==> src/rtl/mult_drv_pkg.sv <==
// Shared types and default parameters for the double_multiplier stb/ack driver.
package mult_drv_pkg;

    localparam int DEF_WIDTH   = 64;    // IEEE-754 double
    localparam int DEF_LAT_W   = 16;    // latency counter width
    localparam int DEF_TIMEOUT = 1023;  // cycles before timeout_err sets

    typedef enum logic [2:0] {
        S_IDLE     = 3'd0,
        S_SEND_A   = 3'd1,
        S_SEND_B   = 3'd2,
        S_WAIT_Z   = 3'd3,
        S_HOLD_RES = 3'd4
    } drv_state_t;

    // States in which an operation is in flight and the latency counter runs.
    function automatic logic is_active(input drv_state_t s);
        return (s == S_SEND_A) || (s == S_SEND_B) || (s == S_WAIT_Z);
    endfunction

endpackage

==> src/rtl/sat_counter.sv <==
// Saturating up-counter with synchronous clear. The output is the value the
// counter takes at the coming edge, so a consumer can capture the count that
// includes the current cycle without waiting an extra clock.
module sat_counter #(
    parameter int W = 16
) (
    input  logic         clk,
    input  logic         rst_n,
    input  logic         i_clear,
    input  logic         i_enable,
    output logic [W-1:0] o_count_next
);

    logic [W-1:0] r_count;
    logic [W-1:0] w_count_next;

    // Next-count selection: clear wins, otherwise count up and stick at all-ones.
    always_comb begin
        w_count_next = r_count;
        if (i_clear)
            w_count_next = '0;
        else if (i_enable && (r_count != {W{1'b1}}))
            w_count_next = r_count + 1'b1;
    end

    // Count register.
    always_ff @(posedge clk or negedge rst_n) begin
        if (!rst_n)
            r_count <= '0;
        else
            r_count <= w_count_next;  // NOTE: sequential state always uses <=, so every flop samples pre-edge values.
    end

    assign o_count_next = w_count_next;

endmodule

==> src/rtl/mult_stb_driver.sv <==
// Initiator for the double_multiplier stb/ack protocol: takes an operand pair
// on valid/ready, presents A then B, collects the product and returns it on a
// valid/ready result port together with the operation latency.
module mult_stb_driver
    import mult_drv_pkg::*;
#(
    parameter int WIDTH   = DEF_WIDTH,
    parameter int LAT_W   = DEF_LAT_W,
    parameter int TIMEOUT = DEF_TIMEOUT
) (
    input  logic             clk,
    input  logic             rst_n,
    // operand port
    input  logic [WIDTH-1:0] op_a,
    input  logic [WIDTH-1:0] op_b,
    input  logic             op_valid,
    output logic             op_ready,
    // A channel
    output logic [WIDTH-1:0] input_a,
    output logic             input_a_stb,
    input  logic             input_a_ack,
    // B channel
    output logic [WIDTH-1:0] input_b,
    output logic             input_b_stb,
    input  logic             input_b_ack,
    // product channel
    input  logic [WIDTH-1:0] output_z,
    input  logic             output_z_stb,
    output logic             output_z_ack,
    // result port
    output logic [WIDTH-1:0] res,
    output logic             res_valid,
    input  logic             res_ready,
    // status
    output logic [LAT_W-1:0] lat_cycles,
    output logic             timeout_err,
    output logic             busy
);

    drv_state_t       r_state;
    logic [WIDTH-1:0] r_input_a;
    logic [WIDTH-1:0] r_input_b;
    logic             r_a_stb;
    logic             r_b_stb;
    logic             r_z_ack;
    logic [WIDTH-1:0] r_res;
    logic             r_res_valid;
    logic [LAT_W-1:0] r_lat;
    logic             r_timeout;

    logic             w_active;
    logic             w_accept;
    logic [LAT_W-1:0] w_cnt_next;

    assign w_active = is_active(r_state);
    assign w_accept = (r_state == S_IDLE) && op_valid;

    // Latency count: cleared on acceptance, runs only while an operation is in flight.
    sat_counter #(.W(LAT_W)) u_lat_cnt (
        .clk          (clk),
        .rst_n        (rst_n),
        .i_clear      (w_accept),
        .i_enable     (w_active),
        .o_count_next (w_cnt_next)
    );

    // Protocol FSM and datapath registers; every handshake output is a flop.
    always_ff @(posedge clk or negedge rst_n) begin
        if (!rst_n) begin
            // NOTE: async reset clears every register here, so the outputs reach reset values without a clock.
            r_state     <= S_IDLE;
            r_input_a   <= '0;
            r_input_b   <= '0;
            r_a_stb     <= 1'b0;
            r_b_stb     <= 1'b0;
            r_z_ack     <= 1'b0;
            r_res       <= '0;
            r_res_valid <= 1'b0;
            r_lat       <= '0;
            r_timeout   <= 1'b0;
        end else begin
            // Sticky flag; the operation itself keeps running to completion.
            if (w_active && (w_cnt_next == LAT_W'(TIMEOUT)))
                r_timeout <= 1'b1;

            case (r_state)
                S_IDLE: begin
                    if (w_accept) begin
                        r_input_a <= op_a;
                        r_input_b <= op_b;
                        r_a_stb   <= 1'b1;
                        r_state   <= S_SEND_A;
                    end
                end
                S_SEND_A: begin
                    if (r_a_stb && input_a_ack) begin
                        r_a_stb <= 1'b0;
                        r_b_stb <= 1'b1;
                        r_state <= S_SEND_B;
                    end
                end
                S_SEND_B: begin
                    if (r_b_stb && input_b_ack) begin
                        r_b_stb <= 1'b0;
                        r_z_ack <= 1'b1;
                        r_state <= S_WAIT_Z;
                    end
                end
                S_WAIT_Z: begin
                    if (output_z_stb && r_z_ack) begin
                        r_res       <= output_z;
                        r_lat       <= w_cnt_next;
                        r_z_ack     <= 1'b0;
                        r_res_valid <= 1'b1;
                        r_state     <= S_HOLD_RES;
                    end
                end
                S_HOLD_RES: begin
                    if (r_res_valid && res_ready) begin
                        r_res_valid <= 1'b0;
                        r_state     <= S_IDLE;
                    end
                end
                default: begin
                    r_a_stb     <= 1'b0;
                    r_b_stb     <= 1'b0;
                    r_z_ack     <= 1'b0;
                    r_res_valid <= 1'b0;
                    r_state     <= S_IDLE;
                end
            endcase
        end
    end

    assign op_ready     = (r_state == S_IDLE);
    assign busy         = (r_state != S_IDLE);
    assign input_a      = r_input_a;
    assign input_b      = r_input_b;
    assign input_a_stb  = r_a_stb;
    assign input_b_stb  = r_b_stb;
    assign output_z_ack = r_z_ack;
    assign res          = r_res;
    assign res_valid    = r_res_valid;
    assign lat_cycles   = r_lat;
    assign timeout_err  = r_timeout;

endmodule
==> config.mk <==
export PLATFORM = sky130hd
export DESIGN_NAME = mult_stb_driver
export DESIGN_NICKNAME = d
export VERILOG_FILES = /design/src/rtl/mult_drv_pkg.sv /design/src/rtl/sat_counter.sv /design/src/rtl/mult_stb_driver.sv
export SDC_FILE = /design/constraint.sdc
export NUM_CORES = 1
export LEC_CHECK = 0
export CORE_AREA = 2 2 162 164
export CTS_CLUSTER_SIZE = 16
export DETAILED_ROUTE_END_ITERATION = 6
export DIE_AREA = 0 0 164 166
export GPL_ROUTABILITY_DRIVEN = 0
export PLACE_DENSITY = 0.73
export SLEW_MARGIN = 20
export SYNTH_ARGS = -nofsm -noshare
export SYNTH_HDL_FRONTEND = slang
export SYNTH_HIERARCHICAL = 1
export SYNTH_SLANG_ARGS = --single-unit
==> constraint.sdc <==
create_clock -name clk -period 3.58 [get_ports clk]
set_clock_uncertainty 0.2 [all_clocks]
set_input_delay 0.716 -clock clk [delete_from_list [all_inputs] [get_ports clk]]
set_output_delay 0.716 -clock clk [all_outputs]
set_load 0.01 [all_outputs]
==> results of run 1 <==
synthesized netlist by cell type (all sizes together), types with 3 or more instances:
cell	count	area (sq um)
a211oi	4	30.0
a21oi	11	55.1
buf	26	368
dfrtp	232	5810
inv	6	22.5
mux2	208	2720
nand2	9	33.8
nand2b	4	25.0
nand3	6	35.0
nand4	6	37.5
nor2	11	48.8
nor3	8	51.3
nor4	3	25.0
o21ai	9	45.0
o31ai	5	37.5
or3	3	18.8
or4	4	30.0
power groups by stage:
stage	Combinational [mW]	Clock [mW]	Sequential, mW
final	5.52	3.06	4.65
after global routing	5.86	3.27	4.81
after CTS	5.60	3.15	4.66
after detailed placement	5.56	0	4.67
after global placement	5.50	0	4.62
after floorplan	2.01	0	5.12
metrics by stage:
stage | utilization, % | hold slack, ps | total power, mW
finish | 58.4 | -1.81 | 13.2
global route | 58.4 | 35.9 | 13.9
CTS | 58.4 | 5.18 | 13.4
detailed placement | 54.4 | 289 | 10.2
global placement | 54.4 | 290 | 10.1
floorplan | - | 220 | 7.13
cell type report:
class	count	area [sq um]	area share, %
clock buffer	40	805	5.38
multi-input combinational	317	3430	22.9
sequential	232	5810	38.8
inverter	6	22.5	0.151
clock inverter	10	206	1.38
timing repair buffer	422	4270	28.5
tap	335	419	2.80
critical path: stages (launching register included):
cell and delay, ps:
sky130_fd_sc_hd__dfrtp_1 370, sky130_fd_sc_hd__ha_1 260, sky130_fd_sc_hd__nand4_1 280, sky130_fd_sc_hd__nor4_2 960, sky130_fd_sc_hd__nor3_1 110, sky130_fd_sc_hd__a211oi_1 410, sky130_fd_sc_hd__nand4_1 140, sky130_fd_sc_hd__nor2_1 120
sky130_fd_sc_hd__a41o_1 180
state kept, by name, indices dropped and copies added (netlist names), 3 cells and up:
| name | flops |
|---|---|
| input_a | 64 |
| input_b | 64 |
| res | 64 |
| lat_cycles | 16 |
| u_lat_cnt/r_count | 16 |
| r_state | 3 |
how the worst max path moves through the flow:
stage                   to  slack (ps)  cells past startpoint
2_1_floorplan  timeout_err         920                     10
3_3_place_gp   timeout_err         580                      8
3_5_place_dp   timeout_err         510                      7
4_1_cts        timeout_err         490                      7
5_1_grt        timeout_err         190                      8
6_report       timeout_err         490                      8
logic make-up after synthesis:
kind of cell    synth area share [%]
compound gates                  2.98
xor+xnor                      0.0910
fa+ha+maj                      0.130
buf+inv                         4.13
flops                           60.3
mux                             28.4
simple gates                    3.95
metal layers:
layer	part of all wire, %	GRT usage [%]	up-vias
met5	0	0	-
met4	3.5	6.37	0
met3	8.0	5.52	53
met2	49	31.9	265
met1	39	22.6	3227
li1	-	-	2951
==> impl_summary.md, run 1 <==
Yosys
The number of flops mapped to enable cells by yosys is 0. The synthesis-stage register bit count is 232. The total nets after synthesis is 783. The sequential area share after synthesis is 60.3%. The number of standard cells after synthesis is 583. The top flip-flop cell by instance count after synthesis is sky130_fd_sc_hd__dfrtp_1.

The fraction of registers with async set or reset after synthesis is 100%. The average cell area after synthesis is 16.5 sq um. The cell area that synthesis handed to floorplanning was 9630 sq um. The number of different library cells in the post-synthesis netlist is 48. The number of warnings printed during yosys synthesis is 6.

Setup path
For the worst setup path, the data required time is 3860 ps. The worst register-to-register path has a depth of 8. The worst register-to-register path has a setup slack of 490 ps. The startpoint kind of the worst setup timing path is a flip-flop. The critical-path maximum fanout is 12.

The most critical setup path has its startpoint at u_lat_cnt/r_count[0]. The critical path is of the flip-flop to flip-flop type. In this run the critical register-to-register path is captured at timeout_err. The worst setup path is captured at a flip-flop. In this run the critical register-to-register path is launched from u_lat_cnt/r_count[0]. The data arrival time at the worst-slack endpoint is 3370 ps.

Floorplanning
The starting utilization of the core area is 37.6%. The floorplan step set the die width to 164 microns. 414 I/O pins were placed. The vertical extent of the die is 166 microns.

The die covers 27200 sq um. The row count is 59. The area of the core is 25600 sq um.

Global routing
The combined global-route utilization of all metal layers is 18.7%. The pin count of the biggest net entering global routing is 88. The total congestion overflow is 0. The first global-routing pass estimated 40.2 mm of wire. The via count of the first global-routing pass came to 7063. The number of antenna violations at the first check in global routing is 0.

Drt
The total wirelength of the detailed-routed design is 25.9 mm. Across all layers, the routed design uses 6496 vias. Once detail routing completed, the nets flagged for antenna violations numbered 0. For this run, the detailed router's first-pass iteration total came to 4. The via density per instance is 4.77. The violation count after the first detailed-routing iteration is 208. For this run, design rule violations remaining after detail routing come to 0. The detail-routed net length per standard cell is 19.0 microns.

Placed design
The number of I/O port buffers is 413. The placed instances occupy a cell area of 13900 sq um. Counting tap cells, the placed design contains a total of 1312 instances. Detailed placement ended at an HPWL of 18.7 mm. Before CTS, the worst setup slack after placement is 506 ps.

STA
Headroom to the max-slew limit came out at 29.8%. The count of final max-slew check failures is 0. The count of endpoints failing setup in the final report is 0.

Setup repair after global routing left no endpoint under its margin. Static timing analysis puts the maximum clock frequency at 323 MHz. After layout, the worst path uses 86.4% of the clock period.

Across all setup checks in the final design, the least slack found is 489 ps. The clock period minus final worst setup slack is 3090 ps. Hold timing on the final database bottoms out at a slack of -1.81 ps.

The final hold violation count is 3. The worst-margin pin slew is 1040 ps. Adding up every negative setup slack in the final design gives 0 ps.

Layout
At the end of the flow, the number of nets in the layout was 1206. The share of cells above drive strength 1 is 26.4%. Counting the fill cells in the layout gives 1996.

The area growth from synthesis to layout is 55.3%. The final non-filler cell area is 15000 sq um. After the flow finishes, the layout carries non-filler instances totaling 1362. In the layout the commonest cells are sky130_fd_sc_hd__clkdlybuf4s50_1, sky130_fd_sc_hd__dfrtp_1, sky130_fd_sc_hd__mux2_2. The number of diodes added for antenna fixing is 0. Leaving out fill and tap cells, the most frequent cell in the layout is sky130_fd_sc_hd__clkdlybuf4s50_1.

Run
The max-cap check violation count is 0.

CTS
In this run the number of H-tree levels came out at 1. Clock tree synthesis selected as its root buffer the cell sky130_fd_sc_hd__clkbuf_16. The TritonCTS buffer count is 27. The CTS tree is done. The worst-case clock buffer depth is 3. Hold repair after CTS inserted 0 buffers. In this run, post-CTS repair resized a total of 0 instances. The clock network latency to the later pin of the worst-skew pair is 540 ps. In this run the post-CTS setup repair buffer count came out at 0. The number of clock sinks is 232. The clock slew seen by the registers of the worst setup and hold paths is 60 ps.

Power
Per report_power, the combinational group accounts for 41.7% of the total. In this run the static leakage power is 6.40 nW. Of the total power, registers draw 35.1%. The peak supply drop is 0.581 mV. In this run the power density over the cells is 885 nW/um^2. The share of total power dissipated in the clock network is 23.1%. The switching power is 3.82 mW. The internal power contribution is 9.41 mW. The fraction of power spent switching nets is 28.9%.

Status
The checks that failed: hold timing. The flow ran to the end, but the final reports show violations.

Min path
The kind of path behind the tightest hold check is primary input to asynchronous set/reset pin.
(Power assumes the default switching activity.)
==> run 2, diff against run 1 <==
Settings changed: ABC_CLOCK_PERIOD_IN_PS from default to 3580, CORE_AREA 2 2 162 164 to 2 2 160 162, CTS_BUF_LIST from default to sky130_fd_sc_hd__clkbuf_8, DIE_AREA 0 0 164 166 to 0 0 162 164, PLACE_DENSITY 0.73 to 0.74.
==> impl_summary.md, run 2 (same netlist as run 1, synthesis figures left out) <==
Placed design
The pre-CTS worst setup slack is 433 ps (-73.4 ps). The HPWL after detailed placement came to 18.6 mm (-0.52%). The standard cell area after detailed placement is 13900 sq um (-0.13%). The number of I/O port buffers was 413 (unchanged).

Setup path
The startpoint identified for the worst register-to-register timing path is r_state[1]. The worst setup path is captured at a flip-flop. The data arrival time at the worst-slack endpoint came to 3460 ps (+90 ps). The signal on the critical path passes through nor2_1 -> nor2_1 -> and3_1 -> nand3_2 -> or4_1 -> a21oi_1 -> nand2_1 -> nor3_1 -> a41o_1. The startpoint kind of the worst setup timing path is a flip-flop. The critical path class is flip-flop to flip-flop.

The data required time of the critical path came to 3830 ps (-30 ps). The critical path's largest stage delay was 570 ps (-390 ps). For this design, the slowest cell found on the critical path is sky130_fd_sc_hd__dfrtp_1. The most repeated library cell on the critical path is sky130_fd_sc_hd__nor2_1. The critical path starts at r_state[1]. The critical-path maximum fanout is 12 (unchanged).

Global routing
The first-pass GRT wire length is 39.8 mm (-0.94%). The combined global-route utilization of all metal layers is 19.1% (+0.34 points). The via count of the first global-routing pass is 7177 (+1.6%). The number of antenna violations at the first check in global routing is 1 (+1). The pin count of the biggest net entering global routing came to 100 (+14%). The total congestion overflow is 0 (unchanged).

Layout
The share of cells above drive strength 1 is 27.2% (+0.81 points). The post-layout net count came to 1220 (+1.2%). The area growth from synthesis to layout is 53.1%. The register area is 5810 sq um (unchanged). The final non-filler cell area is 14700 sq um (-1.4%). The number of filler instances in the final layout is 1980 (-0.80%). The library cells used most frequently in the layout, excluding fill and tap cells, are sky130_fd_sc_hd__clkdlybuf4s50_1, sky130_fd_sc_hd__dfrtp_1, sky130_fd_sc_hd__mux2_2. The number of diodes added for antenna fixing is 0 (unchanged). The library cell used most frequently in the layout, excluding fill and tap cells, is sky130_fd_sc_hd__clkdlybuf4s50_1. The area of the multi-input gates is 3430 sq um (unchanged).

Floorplanning
The number of top-level design ports came to 414 (unchanged). The total die area is 26600 sq um (-2.4%). The row count is 58 (-1.7%). The area of the core is 24800 sq um (-3.1%). The die span in x was 162 microns (-1.2%). The starting utilization of the core area is 38.8% (+1.2 points).

The vertical extent of the die was 164 microns (-1.2%).

Power
The static leakage is 6.38 nW (-0.36%). The peak supply drop is 0.488 mV (-16%). The power density over the cells came to 854 nW/um^2 (-3.5%).

Min path
In this run the worst hold path is classified as primary input to asynchronous set/reset pin.

Run
The max-cap check violation count came to 0 (unchanged).

STA
The hold slack is 29.1 ps (+30.9 ps). The final hold violation count came to 0 (-3). The final setup slack of the worst path is 368 ps (-121 ps). The clock period minus final worst setup slack is 3210 ps (+121 ps).

The count of final max-slew check failures was 0 (unchanged). The count of endpoints failing setup in the final report is 0 (unchanged). The share of the cycle needed by the critical path after routing came to 89.7% (+3.4 points). The worst-margin pin slew is 948 ps (-96.7 ps). The final setup TNS is 0 ps (unchanged). The worst slew slack as a fraction of its limit is 36.3% (+6.5 points).

The maximum frequency from static timing analysis is 311 MHz (-3.8%). Setup repair after global routing left no endpoint under its margin.

Status
The run finished with clean final reports.

Drt
The antenna violation net count after detailed routing is 0 (unchanged). The via density per instance is 4.80 (+0.65%). The detail-routed net length per standard cell is 18.7 microns (-1.5%). The detailed-route via count came to 6615 (+1.8%). The post-detailed-route DRC marker count was 0 (unchanged).

The violation count after the first detailed-routing iteration came to 277 (+33%). The first-pass iteration count of the detailed router is 4 (unchanged). The total wirelength of the detailed-routed design was 25.8 mm (-0.36%).

CTS
The tree is rooted in a sky130_fd_sc_hd__clkbuf_8. The number of clock sinks was 232 (unchanged). The TritonCTS buffer count is 41 (+52%).

TritonCTS built the clock tree. The worst-case clock buffer depth is 3 (unchanged). The H-tree depth reported by CTS came to 2 (+1).

The clock network latency to the later pin of the worst-skew pair is 510 ps (-30 ps). The number of gates resized after cts is 0 (unchanged). The clock slew seen by the registers of the worst setup and hold paths came to 60 ps (about the same).

The number of setup buffers added after CTS is 0 (unchanged). The hold buffer count at cts is 0 (unchanged).
-- run 2: cell count changes in the layout (fill, tap and decap cells not counted), moves of 4 or more --
cell	change
sky130_fd_sc_hd__clkbuf_8	+44
sky130_fd_sc_hd__clkbuf_16	-27
sky130_fd_sc_hd__inv_1	+12
sky130_fd_sc_hd__bufinv_16	-5
sky130_fd_sc_hd__clkbuf_1	-5
sky130_fd_sc_hd__clkinv_2	+4
-- run 2: where the power goes --
part | switching, mW | internal [mW] | total, mW
Combinational | 1.97 | 3.54 | 5.51
Sequential | 0.780 | 3.88 | 4.66
Clock | 1.05 | 1.37 | 2.42
-- run 2: per-stage QoR --
stage / util [%] / cells / power, mW
after floorplan: - / 583 / 7.13
after global placement: 56.1 / 1307 / 10.1
after detailed placement: 56.1 / 1307 / 10.2
after CTS: 59.4 / 1378 / 12.8
after global routing: 59.4 / 1378 / 13.3
final: 59.4 / 1378 / 12.6
-- run 2: area by class of cell --
| cell class | instances | share of cell area [%] |
|---|---|---|
| flip-flops and latches | 232 | 39.4 |
| repair buffers | 422 | 28.9 |
| inverters | 6 | 0.153 |
| clock buffers | 52 | 4.85 |
| well taps | 330 | 2.80 |
| clock inverters | 19 | 0.713 |
| multi-input cells | 317 | 23.2 |
-- run 2: path summary, 6_finish.rpt --
check | cells after the start | slack (ps) | end
setup / recovery | 9 | 370 | timeout_err
hold / removal | 1 | 30 | input_a[43]
min in group clk | 1 | 300 | res[1]
setup reg to reg | 9 | 370 | timeout_err
max in group asynchronous | 2 | 2230 | input_b[1]
hold reg to reg | 1 | 300 | res[1]
-- run 2: worst max-delay path: cells and delay by family (launching register included) --
family,cells,cell delay [ps]
and+or+nand+nor,7,1910
DFF,1,570
AOI/OAI and AO/OA,2,460
-- run 2: metal layers --
layer / up-vias / GRT usage [%] / routed length [microns]
li1: 2983 / - / -
met5: - / 0 / 0
met3: 42 / 7.05 / 2300
met4: 0 / 5.19 / 464
met2: 280 / 33.5 / 13400
met1: 3310 / 22.0 / 9640
==> run 3, diff against run 2 <==
Settings changed: SKIP_LAST_GASP from default to 1.
==> results of run 3 <==
Same layout as run 2: the final DEF is identical, and so are final timing and power.
